$ cat config.mk
export PLATFORM = sky130hd
export DESIGN_NAME = pe_mac_dbw
export DESIGN_NICKNAME = d
export VERILOG_FILES = /design/src/rtl/pe_mac_dbw.sv
export SDC_FILE = /design/constraint.sdc
export NUM_CORES = 1
export LEC_CHECK = 0
export CAP_MARGIN = 20
export CORE_MARGIN = 3
export CORE_UTILIZATION = 61
export CTS_BUF_LIST = sky130_fd_sc_hd__clkbuf_8
export CTS_CLUSTER_DIAMETER = 40
export DETAILED_ROUTE_END_ITERATION = 12
export GPL_TIMING_DRIVEN = 1
export PLACE_DENSITY = 0.89
export SYNTH_ARGS = -nofsm -noshare
export SYNTH_HDL_FRONTEND = slang
export SYNTH_SLANG_ARGS = --single-unit
$ cat constraint.sdc
create_clock -name clk -period 9.95 [get_ports clk]
set_input_delay 0.995 -clock clk [delete_from_list [all_inputs] [get_ports clk]]
set_output_delay 0.995 -clock clk [all_outputs]
set_load 0.1 [all_outputs]
$ cat src/rtl/pe_mac_dbw.sv
// Weight-stationary systolic PE with ping-pong weight banks; optional saturation via PE_SAT_EN.
// Latency: 1 cycle for activation, weight chain and partial sum.
// No backpressure: every input is consumed on every cycle, every output is registered forward.
module pe_mac_dbw #(
    parameter int  DATA_WIDTH = 8,
    parameter int  SUM_WIDTH  = 2*DATA_WIDTH,
    parameter int  NUM_SLOTS  = 4,
    parameter int  ROW_ID     = 0,
    parameter int  ROW_W      = 4,
    localparam int SLOT_W     = $clog2(NUM_SLOTS)
) (
    input  logic                  clk,
    input  logic                  rst,
    input  logic                  w_valid_in,
    input  logic [ROW_W-1:0]      w_dst_in,
    input  logic [SLOT_W-1:0]     w_slot_in,
    input  logic [DATA_WIDTH-1:0] w_in,
    output logic                  w_valid_out,
    output logic [ROW_W-1:0]      w_dst_out,
    output logic [SLOT_W-1:0]     w_slot_out,
    output logic [DATA_WIDTH-1:0] w_out,
    input  logic                  w_swap,
    input  logic                  signed_mode,
    input  logic                  os_mode,
    input  logic                  acc_clr,
    input  logic                  act_valid_in,
    input  logic [SLOT_W-1:0]     act_slot,
    input  logic [DATA_WIDTH-1:0] act_in,
    output logic                  act_valid_out,
    output logic [DATA_WIDTH-1:0] act_out,
    input  logic [SUM_WIDTH-1:0]  sum_in,
    output logic                  sum_valid_out,
    output logic [SUM_WIDTH-1:0]  sum_out,
    output logic                  ovf
);
    localparam int PW = 2*DATA_WIDTH;

    logic [DATA_WIDTH-1:0] bank [2][NUM_SLOTS];
    logic                  bank_sel;

    logic [DATA_WIDTH-1:0] w_act;
    logic [PW-1:0]         a_ext;
    logic [PW-1:0]         w_ext;
    logic [PW-1:0]         prod;
    logic [SUM_WIDTH-1:0]  p_ext;
    logic [SUM_WIDTH-1:0]  base;
    logic [SUM_WIDTH-1:0]  mac_sum;
    logic                  clamp;

    // Operands are extended to full product width first, so the low PW bits of an
    // unsigned multiply are correct for both signed and unsigned interpretation.
    always_comb begin
        w_act = bank[bank_sel][act_slot];
        a_ext = signed_mode ? PW'($signed(act_in)) : PW'(act_in);
        w_ext = signed_mode ? PW'($signed(w_act))  : PW'(w_act);
        prod  = a_ext * w_ext;
        p_ext = signed_mode ? SUM_WIDTH'($signed(prod)) : SUM_WIDTH'(prod);
        base  = os_mode ? sum_out : sum_in;
    end

`ifdef PE_SAT_EN
    logic [SUM_WIDTH:0] s_ext;

    always_comb begin
        s_ext   = {signed_mode & base[SUM_WIDTH-1], base}
                + {signed_mode & p_ext[SUM_WIDTH-1], p_ext};
        clamp   = 1'b0;
        mac_sum = s_ext[SUM_WIDTH-1:0];
        if (signed_mode) begin
            // Sign of the extra bit tells which rail was crossed.
            if (s_ext[SUM_WIDTH] != s_ext[SUM_WIDTH-1]) begin
                clamp   = 1'b1;
                mac_sum = s_ext[SUM_WIDTH] ? {1'b1, {(SUM_WIDTH-1){1'b0}}}
                                           : {1'b0, {(SUM_WIDTH-1){1'b1}}};
            end
        end else if (s_ext[SUM_WIDTH]) begin
            clamp   = 1'b1;
            mac_sum = {SUM_WIDTH{1'b1}};
        end
    end

    always_ff @(posedge clk) begin
        if (rst)
            ovf <= 1'b0;
        else if (act_valid_in && !acc_clr && clamp)
            ovf <= 1'b1;
    end
`else
    always_comb begin
        clamp   = 1'b0;
        mac_sum = base + p_ext;
    end

    assign ovf = clamp;
`endif

    always_ff @(posedge clk) begin
        if (rst) begin
            w_valid_out   <= 1'b0;
            w_dst_out     <= '0;
            w_slot_out    <= '0;
            w_out         <= '0;
            act_valid_out <= 1'b0;
            act_out       <= '0;
            sum_valid_out <= 1'b0;
            sum_out       <= '0;
            bank_sel      <= 1'b0;
            for (int b = 0; b < 2; b++)
                for (int s = 0; s < NUM_SLOTS; s++)
                    bank[b][s] <= '0;
        end else begin
            w_valid_out   <= w_valid_in;
            w_dst_out     <= w_dst_in;
            w_slot_out    <= w_slot_in;
            w_out         <= w_in;
            act_valid_out <= act_valid_in;
            act_out       <= act_in;

            // Pre-swap bank_sel: a write alongside a swap lands in the bank going active.
            if (w_valid_in && w_dst_in == ROW_W'(ROW_ID))
                bank[~bank_sel][w_slot_in] <= w_in;
            if (w_swap)
                bank_sel <= ~bank_sel;

            if (acc_clr) begin
                sum_out       <= '0;
                sum_valid_out <= 1'b0;
            end else if (act_valid_in) begin
                sum_out       <= mac_sum;
                sum_valid_out <= 1'b1;
            end else begin
                sum_valid_out <= 1'b0;
            end
        end
    end
endmodule
== After elaboration in Yosys (flattened, before gate mapping) ==
Memory sizes are Yosys's and may differ from the RTL's. A register that Yosys moved wholly into a read port is not among the register bits.
Cells that the tools add are included.
Widths: inputs -> output; s select.
Storage, ports and cells
  bits in read-only memories: 0
  bits in writable memories: 64
  word-level logic and storage cells: 42
  output and inout port bits: 42
  flip-flop bits (word level): 42
  latch bits: 0
  bits of input ports: 48
  memories: 1
Operators by class
  $mul: 1
  muxes and demuxes: 19
  shift-type cells: 0
  reduce and logical (&&, ||, !) cells: 5
  bitwise gates (word level): 3
  divide/modulo/power cells: 0
  magnitude comparators: 3
  $add $sub $neg: 1
  equality and inequality tests: 0
Memories
  bank: words 2, width 32, rd ports 1, clocked after memory_dff 1, write ports 2, line 38  | logic [DATA_WIDTH-1:0] bank [2][NUM_SLOTS];
Operators by type and width (count)
  $mux 32: 3
  $mux 16: 3
  $reduce_or 32->1: 1
  $mux 8: 3
  $add 16x16->16: 1
  $bmux 8 s2: 1
  $demux 8 s2: 1
  $mul 16x16->16: 1
  $mux 1: 8
  $ge 3x3->1 const B: 2
  $not 2->3: 2
  $logic_not 4->1: 1
  $lt 3x1->1 const B: 1
  $logic_and 1x1->1: 2
  $reduce_or 2->1: 1
  $not 1->1: 1

== Logic depth before layout (Yosys ltp) ==
  depth after elaboration: 8
  mapped depth: 25
  gate-level depth less buffers: 23

== Least setup slack after synthesis ==
OpenSTA, ideal clock, no wires.
  path kind: in2reg
  start point: input port act_slot[0]
  end point: register sum_out[15]
  arrival: 6.993 ns
  cell stages on the path: 24
  path slack: 2.828 ns
  path buffers: 2
  required time: 9.821 ns
  library setup time: 0.129 ns
  path through: clkbuf_2 > clkbuf_1 > mux4_2 > mux2_2 > nand3_1 > inv_1 > fa_1 > inv_1 > fa_1 > fa_1 > fa_1 > inv_1 > fa_1 > inv_1 > fa_1 > inv_1 > ha_1 > a21oi_1 > o21ai_0 > a221oi_1 > o21ai_0 > a21oi_1 > nand3b_1 > a21oi_1
Between the ends
  cells in the longest elaborated chain, start to end: 7
RTL lines
  from (decl): line 27  | input logic [SLOT_W-1:0] act_slot,
  $not 2->3 (implied by the code): line 53  | w_act = bank[bank_sel][act_slot];
  $bmux 8 s2: line 53
  $mux 8 (implied by the code) (2 in series): line 53
  $mux 16: line 55  | w_ext = signed_mode ? PW'($signed(w_act)) : PW'(w_act);
  $mul 16x16->16: line 56  | prod = a_ext * w_ext;
  $add 16x16->16: line 91  | mac_sum = base + p_ext;
  to (signal assigned): line 129  | sum_out <= mac_sum;
  to (decl): line 33  | output logic [SUM_WIDTH-1:0] sum_out,
Every way passes these cells. The select of a mux whose other input is x is not followed.
A chain may end at the register's enable or synchronous reset.

== Final worst setup path ==
Same ends and word-level chain as after synthesis.

==> metrics.md <==
| Metric | Value |
|---|---|
| Status | complete, no violations |
| H-tree levels | 3 |
| CP arrival | 8.00 ns |
| Num CTS Buffers | 9 |
| Period utilisation layout | around 78% |
| First-pass GRT wire length | ~29 mm |
| Gpl congestion | approximately 0.90 |
| Endpoints failing hold | 0 |
| Compound-Gate Fraction of Synth Area | under 10% |
| Async set-reset flop share out of synthesis | 0% |
| Final worst path period need | 7.720 ns |
| Post-CTS Hold Fix Bufs | 0 |
| Mapped cell area | ~0.0083 sq mm |
| Maximum VDD drop | 0.1796 mV |
| Share of the yosys chip area belonging to registers | about 33% |
| Initial antenna violation count | 0 |
| Fmax | approximately 0.13 GHz |
| R2r setup slk | ~3 ns |
| Crit path kind | input pin to flop |
| Leakage | about 4.3 nW |
| Clk_skew | about 0.014 ns |
| Worst Setup SP | act_slot[0] |
| Starting density of the core | between 60% and 70% |
| Synth Net Count | 955 |
| Max_slew headroom | 33.33% |
| Post-route DRC | 0 |
| CP Launch Type | input pin |
| FP Rows | 42 |
| Routed vias/inst | 5.444 |
| Mapped Avg Cell Area | 10.85 sq um |
| CTS max path bufs | 2 |
| Clk slew on worst S/H paths | between 0.1 and 0.15 ns |
| Clock Latency Late Sink | ~0.4 ns |
| IO Pins | 90 |
| RSZ-0062 raised after global routing | no |
| Primary flip-flop cell chosen by synthesis mapping | edfxtp_1 |
| Total grt overflow | 0 |
| CP Capture Point | sum_out[15]$_SDFFE_PP0P_ |
| Post-synthesis adder-cell area fraction | between 20% and 30% |
| Yosys warning count | 0 |
| Horiz. Die Dim | 122.7 um |
| Antenna viol nets, final | 0 |
| WP data required | just over 10 ns |
| Crit end category | flop |
| Xor and xnor fraction of the mapped netlist area | just over 3% |
| Largest net degree at the start of global routing | 37 |
| Post-cts resize count | 0 |
| Synth Instances | approximately 770 |
| Vias | 5,580 |
| Max cap viols | 0 |
| # fillers | 917 |
| Slew Viols, Final | 0 |
| Pre-antenna DRT Iters | 5 |
| CTS root buf | clkbuf_8 |
| I/O Buffers | 88 |
| Reg2reg end | sum_out[15]$_SDFFE_PP0P_ |
| Reg2reg path depth | 22 |
| Vias in the first global route | 5,944 |
| Commonest non-fill, non-tap cells in the layout | inv_1 (140), clkdlybuf4s50_1 (88), fa_1 (84) |
| Total global-route track usage | between 20% and 30% |
| Wirelength per Cell | approximately 17 um |
| Setup violators final | 0 |
| Synth Area in Simple Gates | 14.80% |
| Die height | approximately 120 um |
| Ant. Diodes | 0 |
| Post-CTS setup buffer count | 0 |
| CP max FO | 15 |
| Largest family of logic cells by synthesized area | adder cells |
| Worst hold path class | flop to flop |
| Sink Count | 107 |
| Detailed Route WL | ~18 mm |
| Commonest non-fill, non-tap cell in the layout | inv_1 |
| DP Wirelength | ~14 mm |
| Measured slew at the worst slew-check pin | about 1 ns |
| Multi-input gate area | 0.004881 sq mm |
| Multiplexer area fraction after synthesis | around 8.6% |
| 1st-iter DRT viols | ~200 |
| Core area | 0.01330 sq mm |
| Post-route setup TNS | 0 ns |
| Fin util | 72.20% |
| Seq cells post-synth | 107 |
| CTS tree | built |
| Die area | between 0.015 and 0.02 sq mm |
| EDFF count, synth | 64 |
| P per Cell Area | approximately 240 mW/mm^2 |
| Layout area overhead | 15.49% |
| Nets | between 1,000 and 1,500 |
| Cell variety after synth | 47 |
| Sequential cell area | around 0.0028 sq mm |
| Layout cells sized above 1 | between 7 and 8% |
==> where the power goes <==
group          total, mW  leakage, nW  internal, mW  switching [mW]
Clock              0.306        0.116         0.128           0.178
Combinational       1.53         3.15         0.645           0.886
Sequential         0.513        0.995         0.498          0.0147
Total               2.35         4.26          1.27            1.08
==> stage by stage <==
step                      hold slack [ns]  worst slack, ns  instance area, sq um  power [mW]  cells
after global routing               0.5021            1.836                  9599       2.564   1025
after global placement             0.4687            2.075                  9328       1.961   1007
after floorplan                    0.5234            2.828                  8312       1.727    766
after CTS                          0.4896            2.276                  9564       2.341   1023
final                              0.4922            2.230                  9599       2.349   1025
after detailed placement           0.4726            1.827                  9328       2.030   1007
==> registers in the layout (all words and copies together), names as in the netlist, named ones only <==
register / count
w_dst_out: 4
bank: 64
sum_out: 16
act_out: 8
w_slot_out: 2
act_valid_out: 1
bank_sel: 1
w_out: 8
sum_valid_out: 1
w_valid_out: 1
==> worst min path at each step <==
stage | startpoint | end | slack, ns | depth (start not counted)
after global routing | sum_out[15]$_SDFFE_PP0P_ | sum_out[15]$_SDFFE_PP0P_ | 0.50 | 2
after detailed placement | sum_out[15]$_SDFFE_PP0P_ | sum_out[15]$_SDFFE_PP0P_ | 0.47 | 2
after floorplan | bank_sel$_SDFFE_PP0P_ | flop | 0.52 | 2
final | sum_out[15]$_SDFFE_PP0P_ | sum_out[15]$_SDFFE_PP0P_ | 0.49 | 2
after CTS | sum_out[15]$_SDFFE_PP0P_ | sum_out[15]$_SDFFE_PP0P_ | 0.49 | 2
after global placement | sum_out[15]$_SDFFE_PP0P_ | sum_out[15]$_SDFFE_PP0P_ | 0.47 | 2
==> logic make-up after synthesis <==
logic type | count (synthesis)
fa+ha+maj | 141
simple gates | 229
compound gates | 44
mux | 50
other cells | 1
flops | 107
buf+inv | 168
xor+xnor | 26
==> layer usage <==
layer | vias to the layer above | GRT usage, % | routed length (um)
met5 | - | 0 | 0
met2 | 203 | 45.06 | 9084
met3 | 42 | 5.023 | 1061
met1 | 2726 | 30.83 | 7184
met4 | 0 | 7.838 | 480
li1 | 2609 | - | -
==> worst max-delay path, stage by stage <==
cell,delay (ns)
clkdlybuf4s50_1,0.93
mux4_2,0.41
mux2_2,0.36
nand3_1,0.14
inv_1,0.11
fa_1,0.60
inv_1,0.14
fa_1,0.54
fa_1,0.45
fa_1,0.57
inv_1,0.06
fa_1,0.48
inv_1,0.05
fa_1,0.47
inv_1,0.04
ha_1,0.33
a21oi_1,0.27
o21ai_0,0.17
a221oi_1,0.35
o21ai_0,0.17
a21oi_1,0.15
nand3b_1,0.12
a21oi_1,0.08
==> Yosys cell counts, drive strengths merged (5+ instances only) <==
| cell | n | area [sq um] |
|---|---|---|
| dfxtp | 43 | 860.8 |
| inv | 140 | 525.5 |
| mux2i | 25 | 250.2 |
| nand2 | 40 | 150.1 |
| and2 | 64 | 400.4 |
| nor3 | 12 | 60.06 |
| ha | 57 | 713.2 |
| nand2b | 5 | 31.28 |
| nor2 | 38 | 142.6 |
| edfxtp | 64 | 1922 |
| mux2 | 9 | 105.1 |
| fa | 84 | 1682 |
| nor2b | 40 | 250.2 |
| or2 | 10 | 62.56 |
| clkbuf | 24 | 91.33 |
| xor2 | 5 | 43.79 |
| o21ai | 8 | 40.03 |
| nand3 | 5 | 25.02 |
| mux4 | 16 | 360.4 |
| and3 | 5 | 31.28 |
| a21oi | 15 | 75.07 |
| xnor2 | 19 | 166.4 |
==> area by class of cell <==
type	count	share of cell area (%)
Multi-Input combinational cell	491	50.85
Sequential cell	107	28.99
Timing Repair Buffer	95	9.932
Inverter	140	5.474
Tap cell	176	2.294
Clock buffer	9	1.290
Clock inverter	7	1.173
(Power assumes the default switching activity.)
